==> src/rtl/imem_responder_pkg.sv <==
// Shared types and defaults for the instruction-memory responder slice.
package imem_responder_pkg;

  localparam int ADDR_W_DEF     = 16;
  localparam int INST_W_DEF     = 16;
  localparam int DEPTH_LOG2_DEF = 8;

  typedef enum logic {
    ST_LOAD = 1'b0,
    ST_RUN  = 1'b1
  } imem_state_e;

  // Even parity: the stored bit makes the total number of ones in the word even.
  function automatic logic even_parity(input logic [63:0] data);
    return ^data;
  endfunction

endpackage

==> src/rtl/imem_responder_if.sv <==
// Fetch (IF-->IM-->ID) and program-load signals between the core and imem_responder.
interface imem_responder_if
  import imem_responder_pkg::*;
#(
  parameter int ADDR_W     = ADDR_W_DEF,
  parameter int INST_W     = INST_W_DEF,
  parameter int DEPTH_LOG2 = DEPTH_LOG2_DEF
);
  logic                  req_v_i;
  logic [ADDR_W-1:0]     req_addr_i;
  logic                  stall_i;
  logic                  flush_i;
  logic                  v_o;
  logic [INST_W-1:0]     inst_o;
  logic [ADDR_W-1:0]     origaddr_o;
  logic                  ld_v_i;
  logic [INST_W-1:0]     ld_data_i;
  logic                  ld_done_i;
  logic                  ld_ready_o;
  logic [DEPTH_LOG2:0]   ld_cnt_o;
  logic                  run_o;
`ifdef IMEM_PARITY_EN
  logic                  perr_o;
`endif

  modport master (
    output req_v_i, req_addr_i, stall_i, flush_i, ld_v_i, ld_data_i, ld_done_i,
`ifdef IMEM_PARITY_EN
    input  perr_o,
`endif
    input  v_o, inst_o, origaddr_o, ld_ready_o, ld_cnt_o, run_o
  );

  modport slave (
    input  req_v_i, req_addr_i, stall_i, flush_i, ld_v_i, ld_data_i, ld_done_i,
`ifdef IMEM_PARITY_EN
    output perr_o,
`endif
    output v_o, inst_o, origaddr_o, ld_ready_o, ld_cnt_o, run_o
  );

endinterface

==> src/rtl/imem_responder_ram.sv <==
// DEPTH x WIDTH instruction array: one synchronous write port, one registered read port.
// Dropping i_re keeps the read register unchanged, which is how stall holds inst_o.
module imem_responder_ram #(
  parameter int DEPTH_LOG2 = 8,
  parameter int WIDTH      = 16
) (
  input  logic                  clk,
  input  logic                  rst,
  input  logic                  i_we,
  input  logic [DEPTH_LOG2-1:0] i_waddr,
  input  logic [WIDTH-1:0]      i_wdata,
  input  logic                  i_re,
  input  logic [DEPTH_LOG2-1:0] i_raddr,
  output logic [WIDTH-1:0]      o_rdata
);
  logic [WIDTH-1:0] r_mem [2**DEPTH_LOG2];
  logic [WIDTH-1:0] r_rdata;

  always_ff @(posedge clk) begin
    if (i_we) begin
      r_mem[i_waddr] <= i_wdata;
    end
  end

  // The array itself is never reset so a loaded program survives rst.
  always_ff @(posedge clk or posedge rst) begin
    if (rst) begin
      r_rdata <= '0;
    end else if (i_re) begin
      r_rdata <= r_mem[i_raddr];
    end
  end

  assign o_rdata = r_rdata;

endmodule

==> src/rtl/imem_responder.sv <==
// Instruction-memory responder: program-load FSM plus 1-cycle fetch with stall/flush.
// Optional IMEM_PARITY_EN stores an even-parity bit per word and suppresses bad responses.
module imem_responder
  import imem_responder_pkg::*;
#(
  parameter int ADDR_W     = ADDR_W_DEF,
  parameter int INST_W     = INST_W_DEF,
  parameter int DEPTH_LOG2 = DEPTH_LOG2_DEF
) (
  input logic              clk,
  input logic              rst,
  imem_responder_if.slave  bus
);
`ifdef IMEM_PARITY_EN
  localparam int RAM_W = INST_W + 1;
`else
  localparam int RAM_W = INST_W;
`endif
  localparam logic [DEPTH_LOG2:0] LP_DEPTH = {1'b1, {DEPTH_LOG2{1'b0}}};
  localparam logic [DEPTH_LOG2:0] LP_ONE   = {{DEPTH_LOG2{1'b0}}, 1'b1};

  imem_state_e          r_state;
  imem_state_e          w_state_nx;
  logic [DEPTH_LOG2:0]  r_cnt;
  logic [DEPTH_LOG2:0]  w_cnt_nx;
  logic                 w_ld_ready;
  logic                 w_we;
  logic                 w_run;
  logic                 w_re;
  logic                 r_v;
  logic                 w_v_nx;
  logic [ADDR_W-1:0]    r_origaddr;
  logic [RAM_W-1:0]     w_wdata;
  logic [RAM_W-1:0]     w_rdata;

  assign w_run      = (r_state == ST_RUN);
  assign w_ld_ready = (r_state == ST_LOAD) && (r_cnt != LP_DEPTH);

  always_ff @(posedge clk or posedge rst) begin
    if (rst) begin
      r_state <= ST_LOAD;
      r_cnt   <= '0;
    end else begin
      r_state <= w_state_nx;
      r_cnt   <= w_cnt_nx;
    end
  end

  // A word accepted in the same cycle as ld_done_i is still written and counted.
  always_comb begin
    w_state_nx = r_state;
    w_cnt_nx   = r_cnt;
    w_we       = 1'b0;
    case (r_state)
      ST_LOAD: begin
        w_we = bus.ld_v_i && w_ld_ready;
        if (w_we) begin
          w_cnt_nx = r_cnt + LP_ONE;
        end else begin
          w_cnt_nx = r_cnt;
        end
        if (bus.ld_done_i) begin
          w_state_nx = ST_RUN;
        end else begin
          w_state_nx = ST_LOAD;
        end
      end
      ST_RUN: begin
        w_state_nx = ST_RUN;
      end
      default: begin
        w_state_nx = ST_LOAD;
      end
    endcase
  end

  // Flush kills the in-flight response; a request alongside it (not stalled) is the branch target.
  always_comb begin
    w_re   = w_run && bus.req_v_i && !bus.stall_i;
    w_v_nx = r_v;
    if (!w_run) begin
      w_v_nx = 1'b0;
    end else if (bus.flush_i) begin
      w_v_nx = bus.req_v_i && !bus.stall_i;
    end else if (bus.stall_i) begin
      w_v_nx = r_v;
    end else begin
      w_v_nx = bus.req_v_i;
    end
  end

  always_ff @(posedge clk or posedge rst) begin
    if (rst) begin
      r_v        <= 1'b0;
      r_origaddr <= '0;
    end else begin
      r_v <= w_v_nx;
      if (w_re) begin
        r_origaddr <= bus.req_addr_i;
      end
    end
  end

`ifdef IMEM_PARITY_EN
  logic r_fresh;
  logic w_bad;

  assign w_wdata = {even_parity(64'(bus.ld_data_i)), bus.ld_data_i};
  assign w_bad   = ^w_rdata;

  // perr_o fires only on the cycle a word is first presented, not while stall holds it.
  always_ff @(posedge clk or posedge rst) begin
    if (rst) begin
      r_fresh <= 1'b0;
    end else begin
      r_fresh <= w_re;
    end
  end

  assign bus.v_o    = r_v && !w_bad;
  assign bus.perr_o = r_fresh && r_v && w_bad;
`else
  assign w_wdata = bus.ld_data_i;
  assign bus.v_o = r_v;
`endif

  imem_responder_ram #(
    .DEPTH_LOG2 (DEPTH_LOG2),
    .WIDTH      (RAM_W)
  ) u_ram (
    .clk     (clk),
    .rst     (rst),
    .i_we    (w_we),
    .i_waddr (r_cnt[DEPTH_LOG2-1:0]),
    .i_wdata (w_wdata),
    .i_re    (w_re),
    .i_raddr (bus.req_addr_i[DEPTH_LOG2-1:0]),
    .o_rdata (w_rdata)
  );

  assign bus.inst_o     = w_rdata[INST_W-1:0];
  assign bus.origaddr_o = r_origaddr;
  assign bus.ld_ready_o = w_ld_ready;
  assign bus.ld_cnt_o   = r_cnt;
  assign bus.run_o      = w_run;

endmodule

==> src/flat_wrapper.sv <==
// flat-port wrapper written by rule: the top's interface ports become plain ports
module imem_responder_flat import imem_responder_pkg::*;
#(
  parameter int ADDR_W     = ADDR_W_DEF,
  parameter int INST_W     = INST_W_DEF,
  parameter int DEPTH_LOG2 = DEPTH_LOG2_DEF
)
  (clk, rst, bus_req_v_i, bus_req_addr_i, bus_stall_i, bus_flush_i, bus_ld_v_i, bus_ld_data_i, bus_ld_done_i, bus_v_o, bus_inst_o, bus_origaddr_o, bus_ld_ready_o, bus_ld_cnt_o, bus_run_o);
  imem_responder_if #(.ADDR_W(ADDR_W), .INST_W(INST_W), .DEPTH_LOG2(DEPTH_LOG2)) bus_i ();
  input logic clk;
  input logic rst;
  input wire logic [$bits(bus_i.req_v_i)-1:0] bus_req_v_i;
  input wire logic [$bits(bus_i.req_addr_i)-1:0] bus_req_addr_i;
  input wire logic [$bits(bus_i.stall_i)-1:0] bus_stall_i;
  input wire logic [$bits(bus_i.flush_i)-1:0] bus_flush_i;
  input wire logic [$bits(bus_i.ld_v_i)-1:0] bus_ld_v_i;
  input wire logic [$bits(bus_i.ld_data_i)-1:0] bus_ld_data_i;
  input wire logic [$bits(bus_i.ld_done_i)-1:0] bus_ld_done_i;
  output wire logic [$bits(bus_i.v_o)-1:0] bus_v_o;
  output wire logic [$bits(bus_i.inst_o)-1:0] bus_inst_o;
  output wire logic [$bits(bus_i.origaddr_o)-1:0] bus_origaddr_o;
  output wire logic [$bits(bus_i.ld_ready_o)-1:0] bus_ld_ready_o;
  output wire logic [$bits(bus_i.ld_cnt_o)-1:0] bus_ld_cnt_o;
  output wire logic [$bits(bus_i.run_o)-1:0] bus_run_o;
  assign bus_i.req_v_i = bus_req_v_i;
  assign bus_i.req_addr_i = bus_req_addr_i;
  assign bus_i.stall_i = bus_stall_i;
  assign bus_i.flush_i = bus_flush_i;
  assign bus_i.ld_v_i = bus_ld_v_i;
  assign bus_i.ld_data_i = bus_ld_data_i;
  assign bus_i.ld_done_i = bus_ld_done_i;
  assign bus_v_o = bus_i.v_o;
  assign bus_inst_o = bus_i.inst_o;
  assign bus_origaddr_o = bus_i.origaddr_o;
  assign bus_ld_ready_o = bus_i.ld_ready_o;
  assign bus_ld_cnt_o = bus_i.ld_cnt_o;
  assign bus_run_o = bus_i.run_o;
  imem_responder #(.ADDR_W(ADDR_W), .INST_W(INST_W), .DEPTH_LOG2(DEPTH_LOG2)) u_core (.clk(clk), .rst(rst), .bus(bus_i));
endmodule
==> config.mk <==
export PLATFORM = sky130hd
export DESIGN_NAME = imem_responder_flat
export DESIGN_NICKNAME = d
export VERILOG_FILES = /design/src/rtl/imem_responder_pkg.sv /design/src/rtl/imem_responder_if.sv /design/src/rtl/imem_responder_ram.sv /design/src/rtl/imem_responder.sv /design/src/flat_wrapper.sv
export SDC_FILE = /design/constraint.sdc
export NUM_CORES = 2
export LEC_CHECK = 0
export CAP_MARGIN = 5
export CORE_MARGIN = 4
export CORE_UTILIZATION = 30
export DETAILED_ROUTE_END_ITERATION = 16
export SLEW_MARGIN = 20
export SYNTH_ARGS = -nofsm -noshare
export SYNTH_HDL_FRONTEND = slang
export SYNTH_HIERARCHICAL = 1
export SYNTH_SLANG_ARGS = --single-unit
==> constraint.sdc <==
create_clock -name clk -period 3.2 [get_ports clk]
set_clock_uncertainty 0.15 [all_clocks]
set_input_delay 0.32 -clock clk [delete_from_list [all_inputs] [get_ports clk]]
set_output_delay 0.32 -clock clk [all_outputs]
set_load 0.01 [all_outputs]
=== Word-level counts from Yosys, hierarchy flattened ===
Memory sizes are Yosys's and may differ from the RTL's. A register that Yosys moved wholly into a read port is not among the register bits.
Cells that the tools add are included.

* Bits in writable memories: 4,096
* Register bits after elaboration: 27
* Input port bits: 39
* Memories kept: 1
* Word-level logic and storage cells: 24

* Add/sub/neg operators: 1
* Bitwise operators: 1
* Equality and inequality tests: 2
* Reduce and logical (&&, ||, !) cells: 7
* Mux-type cells: 8

{| class="wikitable"
|+ Memories
! memory !! words !! width !! rd ports !! clocked after memory_dff !! wr ports !! line !! source
|-
| u_core.u_ram.r_mem || 256 || 16 || 1 || 1 || 1 || imem_responder_ram.sv:16 || <nowiki>logic [WIDTH-1:0] r_mem [2**DEPTH_LOG2];</nowiki>
|}

{| class="wikitable"
|+ Operators with widths
! kind !! count
|-
| $add A9 B1 Y9 const B || 1
|-
| $ne A9 B9 Y1 const B || 1
|-
| $mux W1 || 7
|-
| $logic_and A1 B1 Y1 || 5
|-
| $ne A3 B3 Y1 const B || 1
|-
| $pmux W1 S2 || 1
|-
| $reduce_and A2 Y1 || 1
|-
| $logic_not A1 Y1 || 1
|-
| $not A1 Y1 || 1
|}

=== Logic depth before layout (Yosys ltp) ===
* Word-level depth: 6
* Depth in mapped cells: 13
* Depth with buffers taken out: 7

=== By module ===
The synthesis kept the hierarchy.

{| class="wikitable"
|+ Modules (own cells, without submodules)
! module !! instances !! cells an instance !! area an instance (µm²) !! sequential area each (µm²)
|-
| imem_responder_ram || 1 || 7,473 || 159,444.2 || 123,398.3
|-
| imem_responder || 1 || 84 || 1,178.6 || 675.6
|}

=== Worst setup path before layout ===
No wires, ideal clock.

* Path type: register -> register
* Start point: reg u_core.r_cnt[0], in the netlist u_core/bus.ld_cnt_o[0]
* End point: mem u_core.u_ram.r_mem[234][0] (enable)
* Stages on the path, launching flop included: 10
* Arrival time: 2.815 ns
* Setup slack: -0.153 ns
* Path buffers: 3
* Data required time: 2.661 ns
* Clock period less this slack: 3.353 ns
* Cell sequence: dfrtp_1 -> inv_1 -> ha_1 -> and4bb_1 -> a21oi_2 -> clkbuf_1 -> buf_1 -> nand3_1 -> clkbuf_1 -> nor2_1

* Longest elaborated chain between the ends: 6

{| class="wikitable"
|+ Ends and longest elaborated chain
! element !! line !! source
|-
| from (decl) || imem_responder.sv:24 || <nowiki>logic [DEPTH_LOG2:0] r_cnt;</nowiki>
|-
| from (signal assigned) || imem_responder.sv:45 || <nowiki>r_cnt <= w_cnt_nx;</nowiki>
|-
| $ne A9 B9 Y1 || imem_responder.sv:37 || <nowiki>assign w_ld_ready = (r_state == ST_LOAD) && (r_cnt != LP_DEPTH);</nowiki>
|-
| $logic_and A1 B1 Y1 || imem_responder.sv:37 ||
|-
| $logic_and A1 B1 Y1 || imem_responder.sv:56 || <nowiki>w_we = bus.ld_v_i && w_ld_ready;</nowiki>
|-
| $mux W1 || imem_responder.sv:54 || <nowiki>case (r_state)</nowiki>
|-
| net u_core.w_we || imem_responder.sv:27 || <nowiki>logic w_we;</nowiki>
|-
| $mux W1 || imem_responder_ram.sv:20 || <nowiki>if (i_we) begin</nowiki>
|-
| $mux W1 (implied by the code) || imem_responder_ram.sv:21 || <nowiki>r_mem[i_waddr] <= i_wdata;</nowiki>
|-
| to (decl) || imem_responder_ram.sv:16 ||
|}

The timed path passes the listed nets, and every way through them passes these cells.

==> metrics <==
total gr overflow 0; mux contribution to synthesized area 0.147; final period utilization 0.990; post-route cell area 191000 µm²; R2R Setup Slk 50 ps; Port Buffers 82; global-route wire length before repair 681 mm; fraction of the yosys area taken by sequential cells 0.772; Core Region 533000 µm²; synth-to-layout area growth 19.0%; Vias/cell 5.33; Sink Count 4139; Final GP Congestion 0.933; post-synthesis adder-cell area fraction 0.000156; die height 740 µm; Comb pwr share 0.058; nets 8778; vias in the first global route 84.4k; status finished clean; largest net degree at the start of global routing 101; GR Util All Layers 0.174; syn_nets 7598; Final Max Slew Viols 0; Hold Crit Depth 3; antenna-violating nets left 0; largest family of logic cells by synthesized area multiplexers; max_cap viols 0; Slew HR 0.221; P_int 0.0885 W; synth unique cells 83; post-route core utilization 0.358; CTS tree done; multi-input logic area 33200 µm²; Post-Synthesis Cell Area 161000 µm²; Root Buffer clkbuf_16; slew at the pin with the worst max-slew slack 1170 ps; clock latency on the worst-skew pair 1000 ps; Ys Warns 6; H-tree depth 5; Post-Synthesis Cells 7557; unrepaired setup endpoints after global routing no; final critical-path required period 3170 ps; Max Buffers Root-to-Sink 4; I/O Pins 83; Synth Area per Inst 21.3 µm²; Final setup viols 0; die area 547000 µm²; worst vdd ir 0.000476 V; Placed Area 178000 µm²; Filler cells 48.7k; most used flip-flop cell after synthesis edfxtp_1; Post-DP HPWL 322 mm; initial DRC count 12.2k; Min-Delay Path Class in -> reg; pwr dens 593 nW/µm²; Max Fclk 316 MHz; initial core utilization 0.301; Reg2Reg Depth 8; Overall Power 0.113 W; Final Hold Fails 0; Register Area 124000 µm²; Rows 268; Synth Area in XOR/XNOR 0.000436; crit-path max FO 14; type of the worst setup path in -> reg; routed vias 85.9k; Startpoint Class input pin; Post-Synth Simple-Gate Area 0.0194; clk slew on worst S/H paths 70 ps; sw power 0.0248 W; CP endpoint kind flop; clock power share 0.414; Seq pwr share 0.527; Num CTS Buffers 399; chip width 740 µm; worst endpoint required time 4000 ps; crit path DAT 3970 ps; WL final 494 mm; setup TNS 0 ps; flops & latches, synth 4139; WL per Instance 30.6 µm; Pre-antenna DRT Iters 6; Pleak 61.6 nW; Post-synth EDFFs 4096; post-synthesis async set-or-reset flop share 0.0104; Residual DRC 0; layout cells sized above 1 0.282; initial antenna violation count 52; sw frac 0.219; Compound-Gate Fraction of Synth Area 0.0377
==> through the flow <==
| stage | instances | hold WS [ps] | setup slack, ps |
|---|---|---|---|
| 5_1_grt | 16100 | 50.1 | 6.59 |
| 6_report | 16100 | 65.6 | 31.9 |
| 3_5_place_dp | 15300 | 339 | -683 |
| 3_3_place_gp | 15300 | 331 | -975 |
| 4_1_cts | 16100 | 3.41 | 86.6 |
| 2_1_floorplan | 7557 | 83.7 | -153 |
==> cells in the mapped netlist, types with 36 or more instances <==
master | instances | area, µm²
a211oi_1 | 78 | 586
a21oi_1 | 103 | 515
a221oi_1 | 46 | 403
a22oi_1 | 133 | 998
buf_12 | 36 | 721
buf_2 | 82 | 410
buf_4 | 37 | 278
buf_6 | 67 | 754
buf_8 | 39 | 586
clkbuf_1 | 157 | 589
dfrtp_1 | 43 | 1080
edfxtp_1 | 4096 | 123000
mux2_2 | 49 | 552
mux2i_1 | 615 | 6160
mux4_1 | 59 | 1550
mux4_2 | 677 | 15200
nand2_1 | 110 | 413
nand3_1 | 61 | 305
nand4_1 | 41 | 257
nor2_1 | 325 | 1220
nor3_1 | 48 | 240
o21ai_0 | 79 | 395
o221ai_1 | 117 | 1020
o22ai_1 | 168 | 1050
==> worst max-delay path, stage by stage <==
cell and delay (ps):
dlygate4sd3_1 560, buf_6 180, buf_12 180, nand2b_4 280, buf_12 210, buf_4 170, o221ai_1 320, nor3_1 110
buf_4 170, nor3_2 700, buf_4 240, nand4_1 110, buf_4 210, o221ai_2 140
==> cell type report <==
cell class	count	share of cell area
Inverter	24	0.000498
Clock inverter	239	0.0128
Clock buffer	492	0.0550
Tap cell	7020	0.0460
Timing Repair Buffer	1233	0.0626
Sequential cell	4139	0.649
Antenna cell	25	0.000327
Multi-Input combinational cell	2940	0.174
==> path summary, 6_finish.rpt <==
check,endpoint,start
max in group asynchronous,u_core/bus.origaddr_o[13]$_DFFE_PP0P_,rst
max,u_core/u_ram/o_rdata[5]$_DFFE_PP0P_,bus_req_addr_i[2]
min in group asynchronous,u_core/u_ram/o_rdata[5]$_DFFE_PP0P_,rst
min reg2reg,u_core/bus.origaddr_o[3]$_DFFE_PP0P_,u_core/bus.origaddr_o[3]$_DFFE_PP0P_
max reg2reg,u_core/u_ram/o_rdata[5]$_DFFE_PP0P_,u_core/u_ram/r_mem[175][5]$_DFFE_PP_
min,u_core/bus.origaddr_o[6]$_DFFE_PP0P_,bus_req_addr_i[6]
==> registers in the layout, summed over array words and instances (netlist names) <==
name                   flops
u_core/u_ram/r_mem      4096
u_core/bus.ld_cnt_o        9
u_core/bus.v_o             1
u_core/bus.run_o           1
u_core/bus.origaddr_o     16
u_core/u_ram/o_rdata      16
==> layout by cell type, fill, tap and decap left out, drive strengths merged, types with 8 or more instances in the layout <==
cell type,netlist,routed
a2111oi,29,29
a211o,15,15
a211oi,79,79
a21oi,104,104
a221oi,50,50
a22o,23,23
a22oi,133,133
and3,11,11
buf,278,1132
bufinv,0,37
clkbuf,171,497
clkdlybuf4s50,0,61
clkinv,1,175
clkinvlp,0,16
dfrtp,43,43
diode,0,25
dlygate4sd3,1,34
edfxtp,4096,4096
inv,23,35
mux2,59,59
mux2i,615,615
mux4,736,736
nand2,110,110
nand2b,11,11
nand3,61,61
nand4,41,41
nor2,326,326
nor2b,15,15
nor3,48,48
nor4,8,8
o211ai,10,10
o21ai,90,90
o221ai,120,120
o22ai,170,170
or4,8,8
==> routing by layer <==
| layer | track usage | up-vias | part of all wire |
|---|---|---|---|
| li1 | - | 34200 | - |
| met3 | 0.0422 | 866 | 0.10 |
| met2 | 0.271 | 4713 | 0.46 |
| met5 | 0 | - | 0.00088 |
| met1 | 0.235 | 46000 | 0.39 |
| met4 | 0.0695 | 36 | 0.046 |
==> repair_timing <==
| item | in CTS | in global routing |
|---|---|---|
| hold buffers | 34 | 0 |
| gates resized for setup | 0 | 1 |
| setup endpoints to repair | 0 | 2 |
| hold endpoints to repair | 2425 | 0 |
| buffers inserted | 0 | 4 |
==> logic make-up after synthesis <==
| kind of cell | after synthesis |
|---|---|
| AO/OA/AOI/OAI | 845 |
| XOR/XNOR | 8 |
| adder cells (fa/ha/maj) | 2 |
| buffers and inverters | 478 |
| flip-flops | 4139 |
| multiplexers | 1410 |
| AND/OR/NAND/NOR | 675 |
==> power by group through the flow <==
| stage | Sequential (W) | Combinational, W | Clock (W) |
|---|---|---|---|
| global route | 0.0597 | 0.00686 | 0.0500 |
| finish | 0.0598 | 0.00662 | 0.0469 |
| CTS | 0.0598 | 0.00657 | 0.0476 |
| global placement | 0.0609 | 0.00640 | 0 |
| floorplan | 0.0609 | 0.00288 | 0 |
| detailed placement | 0.0609 | 0.00651 | 0 |
Power figures use the tool's default switching activity.
